--- config.mk ---
export PLATFORM = sky130hd
export DESIGN_NAME = wash_ctrl
export DESIGN_NICKNAME = d
export VERILOG_FILES = /design/src/rtl/wash_ctrl.sv
export SDC_FILE = /design/constraint.sdc
export NUM_CORES = 1
export LEC_CHECK = 0
export BUFFER_PORTS_ARGS = -buffer_cell sky130_fd_sc_hd__buf_2
export CAP_MARGIN = 20
export CORE_UTILIZATION = 35
export DETAILED_ROUTE_END_ITERATION = 8
export PLACE_DENSITY = 0.54
export SLEW_MARGIN = 20
export SYNTH_ARGS = -nofsm -noshare
export SYNTH_HDL_FRONTEND = slang
export SYNTH_SLANG_ARGS = --single-unit
--- constraint.sdc ---
create_clock -name clk -period 5.5 [get_ports clk]
set_clock_uncertainty 0.15 [all_clocks]
set_input_delay 0.275 -clock clk [delete_from_list [all_inputs] [get_ports clk]]
set_output_delay 0.275 -clock clk [all_outputs]
set_load 0.01 [all_outputs]
--- src/rtl/wash_ctrl.sv ---
// Wash-cycle sequencer: charges programme cost, steps wash/rinse/spin/done on a per-second tick.
// Latency: all outputs registered, valid one edge after the accepting start; no backpressure, start ignored while running.
module wash_ctrl #(
    parameter int CLK_PER_SEC = 100_000_000,
    parameter int DONE_SEC    = 3
) (
    input  logic       clk,
    input  logic       rst,
    input  logic       start,
    input  logic [1:0] mode,
    input  logic [9:0] bal_in,
    input  logic       pause,
    input  logic       abort,
    output logic [2:0] phase,
    output logic [7:0] remain,
    output logic [9:0] bal_out,
    output logic       busy,
    output logic       done,
    output logic       err,
    output logic       motor,
    output logic       valve,
    output logic       drain
);

    localparam int PW = (CLK_PER_SEC > 2) ? $clog2(CLK_PER_SEC) : 1;
    localparam logic [PW-1:0] PRE_MAX = PW'(CLK_PER_SEC - 1);

    typedef enum logic [2:0] {
        S_IDLE  = 3'd0,
        S_WASH  = 3'd1,
        S_RINSE = 3'd2,
        S_SPIN  = 3'd3,
        S_DONE  = 3'd4,
        S_ERR   = 3'd5
    } state_t;

    state_t        state_q, state_d;
    logic [7:0]    remain_q, remain_d;
    logic [9:0]    bal_q, bal_d;
    logic [1:0]    mode_q, mode_d;
    logic [PW-1:0] pre_q, pre_d;

    logic active;
    logic counting;
    logic tick;
    logic frz;
    state_t nxt;

    function automatic logic [9:0] cost_of(input logic [1:0] m);
        case (m)
            2'd0:    cost_of = 10'd5;
            2'd1:    cost_of = 10'd10;
            2'd2:    cost_of = 10'd15;
            default: cost_of = 10'd3;
        endcase
    endfunction

    function automatic logic [7:0] dur_of(input state_t s, input logic [1:0] m);
        dur_of = 8'd0;
        case (s)
            S_WASH: begin
                case (m)
                    2'd0:    dur_of = 8'd4;
                    2'd1:    dur_of = 8'd8;
                    2'd2:    dur_of = 8'd12;
                    default: dur_of = 8'd0;
                endcase
            end
            S_RINSE: begin
                case (m)
                    2'd0:    dur_of = 8'd2;
                    2'd1:    dur_of = 8'd4;
                    2'd2:    dur_of = 8'd6;
                    default: dur_of = 8'd0;
                endcase
            end
            S_SPIN: begin
                case (m)
                    2'd0:    dur_of = 8'd2;
                    2'd1:    dur_of = 8'd4;
                    2'd2:    dur_of = 8'd6;
                    default: dur_of = 8'd4;
                endcase
            end
            S_DONE:  dur_of = 8'(DONE_SEC);
            default: dur_of = 8'd0;
        endcase
    endfunction

    // Zero-length phases are skipped in the same edge, so there is never a dead cycle.
    function automatic state_t next_phase(input state_t s, input logic [1:0] m);
        next_phase = S_DONE;
        case (s)
            S_IDLE, S_ERR: begin
                if (dur_of(S_WASH, m) != 8'd0)
                    next_phase = S_WASH;
                else if (dur_of(S_RINSE, m) != 8'd0)
                    next_phase = S_RINSE;
                else
                    next_phase = S_SPIN;
            end
            S_WASH: begin
                if (dur_of(S_RINSE, m) != 8'd0)
                    next_phase = S_RINSE;
                else if (dur_of(S_SPIN, m) != 8'd0)
                    next_phase = S_SPIN;
                else
                    next_phase = S_DONE;
            end
            S_RINSE: begin
                if (dur_of(S_SPIN, m) != 8'd0)
                    next_phase = S_SPIN;
                else
                    next_phase = S_DONE;
            end
            default: next_phase = S_DONE;
        endcase
    endfunction

    assign active   = (state_q == S_WASH) || (state_q == S_RINSE) || (state_q == S_SPIN);
    // Pause only freezes the running phases; DONE keeps counting regardless.
    assign counting = (active && !pause) || (state_q == S_DONE);
    assign tick     = counting && (pre_q == PRE_MAX);

    always_comb begin
        state_d  = state_q;
        remain_d = remain_q;
        bal_d    = bal_q;
        mode_d   = mode_q;
        pre_d    = pre_q;
        nxt      = S_DONE;

        case (state_q)
            S_IDLE, S_ERR: begin
                if (state_q == S_ERR && abort) begin
                    state_d  = S_IDLE;
                    remain_d = 8'd0;
                    pre_d    = '0;
                end else if (start) begin
                    pre_d = '0;
                    if (bal_in >= cost_of(mode)) begin
                        bal_d    = bal_in - cost_of(mode);
                        mode_d   = mode;
                        nxt      = next_phase(S_IDLE, mode);
                        state_d  = nxt;
                        remain_d = dur_of(nxt, mode);
                    end else begin
                        bal_d    = bal_in;
                        state_d  = S_ERR;
                        remain_d = 8'd0;
                    end
                end
            end
            default: begin
                if (abort) begin
                    state_d  = S_IDLE;
                    remain_d = 8'd0;
                    pre_d    = '0;
                end else if (counting) begin
                    if (tick) begin
                        pre_d = '0;
                        if (remain_q > 8'd1) begin
                            remain_d = remain_q - 8'd1;
                        end else if (state_q == S_DONE) begin
                            state_d  = S_IDLE;
                            remain_d = 8'd0;
                        end else begin
                            nxt      = next_phase(state_q, mode_q);
                            state_d  = nxt;
                            remain_d = dur_of(nxt, mode_q);
                        end
                    end else begin
                        pre_d = pre_q + PW'(1);
                    end
                end
            end
        endcase
    end

    assign frz = pause && ((state_d == S_WASH) || (state_d == S_RINSE) || (state_d == S_SPIN));

    always_ff @(posedge clk) begin
        if (rst) begin
            state_q  <= S_IDLE;
            remain_q <= 8'd0;
            bal_q    <= 10'd0;
            mode_q   <= 2'd0;
            pre_q    <= '0;
            busy     <= 1'b0;
            done     <= 1'b0;
            err      <= 1'b0;
            motor    <= 1'b0;
            valve    <= 1'b0;
            drain    <= 1'b0;
        end else begin
            state_q  <= state_d;
            remain_q <= remain_d;
            bal_q    <= bal_d;
            mode_q   <= mode_d;
            pre_q    <= pre_d;
            busy     <= (state_d == S_WASH) || (state_d == S_RINSE) || (state_d == S_SPIN);
            done     <= (state_d == S_DONE);
            err      <= (state_d == S_ERR);
            motor    <= ((state_d == S_WASH) || (state_d == S_SPIN)) && !frz;
            valve    <= ((state_d == S_WASH) || (state_d == S_RINSE)) && !frz;
            drain    <= (state_d == S_SPIN) && !frz;
        end
    end

    assign phase   = state_q;
    assign remain  = remain_q;
    assign bal_out = bal_q;

endmodule
==> run metrics, run 1 <==
status=finished clean; cell area after synthesis=3150 sq um; Crit Path Class=flip-flop to flip-flop; fill count=899; diodes inserted=0; Worst EP required=5520 ps; leakage=1.38 nW; Core Box Area=8720 sq um; final core occ=0.405; Worst-Margin Slew=around 990 ps; drt first pass iters=4; unrepaired setup endpoints after global routing=no; vias in the first global route=2577; setup bufs post-CTS=0; initial antenna violation count=0; worst skew pair latency=approximately 310 ps; WL/cell=roughly 13 um; Root Buffer=clkbuf_8; cts bufs inserted=5; share of cells above drive strength 1=0.142; Setup crit end kind=flip-flop; Die W=slightly below 100 um; CP startpoint kind=flip-flop; Slew Limit Fails=0; Hold WC Path Type=input pin to flip-flop; final number of hold-violating endpoints=0; maximum vdd ir drop=approximately 130 uV; min cycle time layout=between 3000 and 4000 ps; Cell variety after synth=56; Die Ht=around 97 um; FP Rows=34; Total Routing Usage GR=0.157; critical-path maximum fanout=26; Post-DP HPWL=between 5000 and 6000 um; Worst Path Arrival=3180 ps; Power per Cell Area=about 230 nW/um^2; grt total ovfl=0; starting density of the core=0.361; CTS max path bufs=2; port bufs=43; GP Congestion=0.839; area grow syn2layout=12.1%; Async S/R FF share, synth=0; vias per inst=5.06; vias=between 2000 and 3000; TritonCTS Sinks=between 50 and 60; # resized after CTS=0; prevailing post-synth register cell=dfxtp_1; Yosys reg bits=56; 1st-iter DRT viols=79; Residual DRC=0; Clock H-tree levels=2; largest net degree at the start of global routing=30; Syn Nets=around 420; f_max=316 MHz; Post-DRT Antenna Nets=0; Setup Viol. Count Final=0; Cells after Synth=386; Worst-path clk slew=roughly 110 ps; CTS tree=done; Total Nets Final=455; Max Cap Viol=0; period utilisation layout=0.575; hold_buf cts=0; die area=approximately 9400 sq um; Synth Area per Inst=approximately 8.2 sq um; global-route wire length before repair=around 12000 um; Fin Setup TNS=0 ps; Top Ports=44; Ys Warns=0; final wirelength=approximately 7000 um; sequential share of the synthesized area=0.356; worst rel slew slack=0.342; Post-synth EDFFs=0
==> synth_stat cells (3+ instances only) <==
cell / n / area [sq um]
buf_2: 5 / 25.0
xor2_1: 14 / 123
o21ai_0: 13 / 65.1
a31oi_1: 3 / 18.8
a211oi_1: 6 / 45.0
nand4_1: 6 / 37.5
dfxtp_1: 56 / 1120
mux2i_1: 7 / 70.1
nand3_1: 15 / 75.1
or3_1: 5 / 31.3
and3_1: 11 / 68.8
clkbuf_1: 8 / 30.0
ha_1: 15 / 188
inv_1: 17 / 63.8
xnor2_1: 18 / 158
nor2b_1: 6 / 37.5
nand2b_1: 4 / 25.0
nor4_1: 4 / 25.0
a21oi_1: 22 / 110
nor4bb_1: 4 / 40.0
and2_1: 4 / 25.0
o211ai_1: 4 / 30.0
nor2_1: 62 / 233
nand2_1: 27 / 101
nor3_1: 10 / 50.1
==> per-stage QoR <==
stage | cell area (sq um) | hold slack (ps) | setup slack, ps | instances | power (W)
3_5_place_dp | 3440 | 293 | 2160 | 523 | 0.000595
2_1_floorplan | 3150 | 196 | 2690 | 386 | 0.000548
3_3_place_gp | 3440 | 286 | 2320 | 523 | 0.000595
4_1_cts | 3530 | 27.8 | 2350 | 531 | 0.000831
6_report | 3530 | 52.7 | 2340 | 531 | 0.000814
5_1_grt | 3530 | 31.8 | 2090 | 531 | 0.000865
==> registers in the layout, indices dropped and copies added, names as in the netlist, 2 cells and up <==
register  cells
phase         3
pre_q        27
mode_q        2
bal_out      10
remain        8
==> layout by cell type, fill, tap and decap left out, types with 7 or more instances in the layout <==
cell	synthesis	final
dfxtp_1	56	56
xnor2_1	18	18
nor2_1	62	62
inv_1	17	17
and3_1	11	11
o21ai_0	13	13
nor3_1	10	10
nand2_1	27	27
xor2_1	14	14
nand3_1	15	15
ha_1	15	15
mux2i_1	7	7
buf_2	5	43
a21oi_1	22	22
==> routing by layer <==
metal	wire, um	track usage
met3	175	0.0267
met5	0	0
met1	3620	0.209
met2	3160	0.253
met4	144	0.0620
==> area by class of cell <==
type | instances | area (sq um) | area share
tap | 108 | 135 | 0.0383
timing repair buffer | 43 | 215 | 0.0609
multi-input combinational | 299 | 1910 | 0.540
clock inverter | 2 | 16.3 | 0.00461
inverter | 17 | 63.8 | 0.0181
clock buffer | 6 | 72.6 | 0.0205
sequential | 56 | 1120 | 0.317
==> where the power goes <==
| group | internal, W | switching, W | leakage (nW) |
|---|---|---|---|
| registers | 0.000420 | 0.0000123 | 0.455 |
| logic | 0.0000603 | 0.0000926 | 0.885 |
| clock network | 0.0000911 | 0.000137 | 0.0414 |
| total | 0.000572 | 0.000242 | 1.38 |
==> critical path, cell delays in order, from the launching register on <==
cell,delay [ps]
dfxtp_1,400
nor4bb_1,370
and4b_1,280
or4b_1,610
a21o_2,350
nand2b_1,720
nor2_1,130
==> final timing paths <==
| path | slack [ps] | startpoint | end | cells past startpoint |
|---|---|---|---|---|
| worst min-delay path | 50 | pause | valve$_SDFF_PP0_ | 2 |
| worst min register to register | 310 | bal_out[0]$_SDFFE_PP0P_ | bal_out[0]$_SDFFE_PP0P_ | 2 |
| worst max-delay path | 2340 | pre_q[16]$_SDFFE_PP0P_ | pre_q[23]$_SDFFE_PP0P_ | 6 |
| worst max register to register | 2340 | pre_q[16]$_SDFFE_PP0P_ | pre_q[23]$_SDFFE_PP0P_ | 6 |
==> logic make-up (layout without fill, tap and decap cells) <==
kind of cell | Yosys count | in the layout | synth area share
AOI/OAI and AO/OA | 67 | 67 | 0.136
xor gates and xnor gates | 32 | 32 | 0.0889
adders and majority gates | 16 | 16 | 0.0659
buffers and inverters | 31 | 68 | 0.0389
DFF | 56 | 56 | 0.356
muxes | 7 | 7 | 0.0222
and+or+nand+nor | 177 | 177 | 0.292
(Power assumes the default switching activity.)
==> run 2, diff against run 1 <==
- clock period: 5.5 -> 3.3 ns (I/O delays scaled with it)
==> run metrics, run 2 (synthesized netlist as in run 1, its figures left out) <==
port bufs=43; Worst-path clk slew=100 ps; reg2reg end=valve$_SDFF_PP0_; Total Nets Final=465; Clock H-tree levels=2; worst rel slew slack=0.614; Max Cap Viol=0; Fin Setup TNS=0 ps; grt total ovfl=0; diodes inserted=0; reg-to-reg critical path startpoint=pre_q[16]$_SDFFE_PP0P_; 1st-iter DRT viols=100; sequential power share=0.522; commonest non-fill, non-tap cell in the layout=nor2_1; GP Congestion=roughly 0.79; Sw Ratio=0.301; starting density of the core=0.361; Power per Cell Area=between 300 and 400 nW/um^2; status=finished clean; Post-DRT Antenna Nets=0; Clock power frac=0.279; critical hold path startpoint=mode[0]; R2R cell count=7; Core Box Area=8720 sq um; Worst-Margin Slew=579 ps; Worst Setup SP=mode[1]; Cell Int Power=0.000967 W; vias=between 2000 and 3000; leakage=between 1 and 1.5 nW; initial antenna violation count=0; largest net degree at the start of global routing=30; unrepaired setup endpoints after global routing=no; TritonCTS Sinks=56; Setup crit end kind=flip-flop; critical-path maximum fanout=5; Root Buffer=clkbuf_8; Slew Limit Fails=0; crit path to=bal_out[9]$_SDFFE_PP0P_; CP startpoint kind=input pin; commonest non-fill, non-tap cells in the layout=62 x nor2_1, 56 x dfxtp_1, 43 x buf_2; DP Worst Slack=212 ps; drt first pass iters=4; cts bufs inserted=5; Die W=roughly 97 um; vias per inst=5.08; Die Ht=approximately 97 um; share of cells above drive strength 1=0.169; Sw Pwr=between 0.0004 and 0.0005 W; period utilisation layout=0.929; Crit Path Class=input pin to flip-flop; final wirelength=around 7400 um; Top Ports=44; worst skew pair latency=310 ps; CTS max path bufs=2; WL/cell=about 14 um; Worst EP required=between 3000 and 4000 ps; die area=roughly 9400 sq um; final number of hold-violating endpoints=0; vias in the first global route=between 2000 and 3000; Setup Viol. Count Final=0; Largest register FFs=27; f_max=326 MHz; Biggest register=pre_q; flop2flop setup slack=~480 ps; Post-DP HPWL=between 5000 and 6000 um; area grow syn2layout=16.1%; CTS tree=done; final core occ=0.420; FP Rows=34; Residual DRC=0; Worst Path Arrival=3140 ps; min cycle time layout=between 3000 and 4000 ps; maximum vdd ir drop=about 180 uV; Logic pwr share=0.199; Hold WC Path Type=input pin to flip-flop; final worst-path setup slack=roughly 230 ps; global-route wire length before repair=around 12000 um; Total Routing Usage GR=0.160
## run 2: timing repair
item,4_1_cts,5_1_grt
endpoints found under the hold margin,4,0
hold buffers,4,0
endpoints found under the setup margin,0,2
resized for setup,0,7
setup buffers,0,0
## run 2: how the worst min path moves through the flow
stage	to	slack (ps)	depth (start not counted)
after detailed placement	valve$_SDFF_PP0_	270	2
after global placement	valve$_SDFF_PP0_	270	2
after floorplan	valve$_SDFF_PP0_	90	1
final	mode_q[0]$_SDFFE_PP0P_	20	3
after global routing	bal_out[9]$_SDFFE_PP0P_	20	3
after CTS	bal_out[9]$_SDFFE_PP0P_	8	3
## run 2: critical path, stage by stage
cell and delay (ps):
dlygate4sd3_1 530, buf_2 140, inv_1 80, ha_1 140, inv_1 40, ha_1 200, fa_1 410, nor2b_1 120
o21ai_0 170, and3_4 230, a2111oi_2 210, buf_4 170, nor4bb_2 220, xnor2_1 90, a211oi_1 210
## run 2: stage by stage
step | std cells | area (sq um) | hold slack (ps) | total power [W]
finish | 541 | 3660 | 15.7 | 0.00138
global route | 541 | 3660 | 23.8 | 0.00146
CTS | 541 | 3620 | 8.15 | 0.00140
detailed placement | 529 | 3490 | 270 | 0.00100
global placement | 529 | 3490 | 271 | 0.000999
floorplan | 386 | 3150 | 86.1 | 0.000914
## run 2: layout make-up
class                   count  area [sq um]
inverters                  17          63.8
repair buffers             53           300
flip-flops and latches     56          1120
clock buffers               5          68.8
clock inverters             3          21.3
multi-input cells         299          1950
well taps                 108           135
fillers                   867          5060
## run 2: routing by layer
layer,vias up,track usage,share of wire
met1,1260,0.214,0.50
met2,39,0.258,0.46
li1,1439,-,-
met5,-,0,0
met3,10,0.0296,0.027
met4,0,0.0551,0.018
## run 2: power groups by stage
stage / logic (W) / registers [W] / clock network (W)
5_1_grt: 0.000305 / 0.000727 / 0.000433
2_1_floorplan: 0.000172 / 0.000741 / 0
3_3_place_gp: 0.000262 / 0.000736 / 0
4_1_cts: 0.000269 / 0.000722 / 0.000406
6_report: 0.000275 / 0.000722 / 0.000386
3_5_place_dp: 0.000264 / 0.000737 / 0
==> run 3, diff against run 2 <==
- GPL_TIMING_DRIVEN: not set -> 0
- SLEW_MARGIN: 20 -> 25
==> run metrics, run 3 (synthesized netlist as in run 1, its figures left out) <==
Inst Count DP=537; Clock power frac=0.277; Residual DRC=0; Crit Path Class=input pin to flip-flop; global-route wire length before repair=between 10000 and 15000 um; reg-to-reg critical path startpoint=phase[0]$_SDFF_PP0_; commonest non-fill, non-tap cell in the layout=nor2_1; Die W=about 97 um; WL/cell=roughly 14 um; leakage=around 1.4 nW; # resized after CTS=0; DP Worst Slack=~65 ps; cell count of the worst hold path=3; Slew Limit Fails=0; Final Cell Area=roughly 3600 sq um; Sw Pwr=~0.00041 W; worst skew pair latency=about 310 ps; Max stage delay cell, worst path=a2111oi_1; Worst Path Arrival=approximately 3100 ps; die area=roughly 9400 sq um; period utilisation layout=0.927; maximum vdd ir drop=around 170 uV; Logic pwr share=0.197; R2R cell count=8; f_max=approximately 330 MHz; CP startpoint kind=input pin; port bufs=between 40 and 50; Largest register FFs=27; Sw Ratio=0.297; Hold WC Path Type=input pin to flip-flop; Top Ports=44; critical hold path startpoint=mode[0]; Hold Path End=mode_q[0]$_SDFFE_PP0P_; FP Rows=34; worst rel slew slack=0.474; drt first pass iters=4; non-filler cells, final=~550; final wirelength=7480 um; Power per Cell Area=about 380 nW/um^2; commonest non-fill, non-tap cells in the layout=62 x nor2_1, 56 x dfxtp_1, 48 x buf_2; largest net degree at the start of global routing=18; starting density of the core=0.361; Max Cap Viol=0; GP Congestion=0.836; Setup Viol. Count Final=0; vias=~2800; CTS max path bufs=2; Biggest register=pre_q; final worst-path setup slack=~240 ps; diodes inserted=0; Die Ht=roughly 97 um; flop2flop setup slack=about 400 ps; grt total ovfl=0; Post-DP HPWL=approximately 5700 um; footprint of the multi-input gates=1910 sq um; Post-DRT Antenna Nets=0; area grow syn2layout=15.2%; reg2reg end=bal_out[1]$_SDFFE_PP0P_; Cell Int Power=0.000960 W; status=finished clean; share of cells above drive strength 1=0.147; fill count=around 900; worst-path cell chain=dlygate4sd3_1, buf_2, ha_1, nor4bb_1, a31oi_1, and3_1, a2111oi_1, nor4bb_1, xnor2_1, a211oi_1; vias in the first global route=about 2600; Area after DPL=around 3500 sq um; Root Buffer=clkbuf_8; TritonCTS Sinks=56; Setup crit end kind=flip-flop; cts bufs inserted=5; critical-path maximum fanout=5; Worst EP required=~3400 ps; crit-path most repeated cell=nor4bb_1; Total Routing Usage GR=0.163; Core Box Area=slightly below 9000 sq um; vias per inst=5.06; Worst-Margin Slew=between 700 and 800 ps; initial antenna violation count=0; final number of hold-violating endpoints=0; Fin Setup TNS=0 ps; Clock H-tree levels=2; 1st-iter DRT viols=around 100; min cycle time layout=slightly above 3000 ps; Total Nets Final=roughly 470; final core occ=0.416; sequential cell area=1120 sq um; sequential power share=0.525; CP max stage delay=540 ps; unrepaired setup endpoints after global routing=no; Worst-path clk slew=roughly 100 ps; CTS tree=done
==> run 3: routing by layer <==
metal  GRT usage  routed length, um  vias up
met3      0.0253                195        4
met2       0.258               3410       36
met1       0.229               3830     1273
met4      0.0425                 46        0
li1            -                  -     1466
met5           0                  0        -
==> run 3: repair_timing <==
item	4_1_cts	5_1_grt
buffers inserted	0	0
hold buffers	4	0
hold endpoints to repair	4	0
==> run 3: per-stage QoR <==
step / hold slack, ps / power, W
floorplan: 86.1 / 0.000914
global placement: 270 / 0.000998
detailed placement: 271 / 0.000999
CTS: 20.3 / 0.00139
global route: 37.0 / 0.00145
finish: 23.3 / 0.00137
==> run 3: worst max path at each step <==
stage	start	endpoint	slack, ps
2_1_floorplan	mode[0]	bal_out[9]$_SDFFE_PP0P_	600
3_3_place_gp	mode[0]	bal_out[9]$_SDFFE_PP0P_	50
3_5_place_dp	mode[0]	bal_out[9]$_SDFFE_PP0P_	70
4_1_cts	bal_in[3]	bal_out[9]$_SDFFE_PP0P_	270
5_1_grt	bal_in[3]	bal_out[9]$_SDFFE_PP0P_	110
6_report	bal_in[3]	bal_out[9]$_SDFFE_PP0P_	240
==> run 3: final cells by class <==
cell class / instances / share of cell area
sequential: 56 / 0.309
multi-input combinational: 299 / 0.526
timing repair buffer: 47 / 0.0703
clock inverter: 2 / 0.00448
buffer: 14 / 0.0162
tap: 108 / 0.0372
inverter: 17 / 0.0176
clock buffer: 6 / 0.0200
==> run 3: power groups by stage <==
stage	logic [W]	clock network [W]	registers (W)
after floorplan	0.000172	0	0.000741
after global placement	0.000265	0	0.000733
after detailed placement	0.000266	0	0.000734
after CTS	0.000271	0.000398	0.000718
after global routing	0.000302	0.000427	0.000722
final	0.000270	0.000379	0.000718
==> run 3: critical path, delay by kind of cell <==
| kind | cells | cell delay [ps] |
|---|---|---|
| XOR/XNOR | 1 | 120 |
| AND/OR/NAND/NOR | 3 | 940 |
| adder cells (fa/ha/maj) | 1 | 330 |
| AO/OA/AOI/OAI | 3 | 930 |
| buffers and inverters | 2 | 660 |
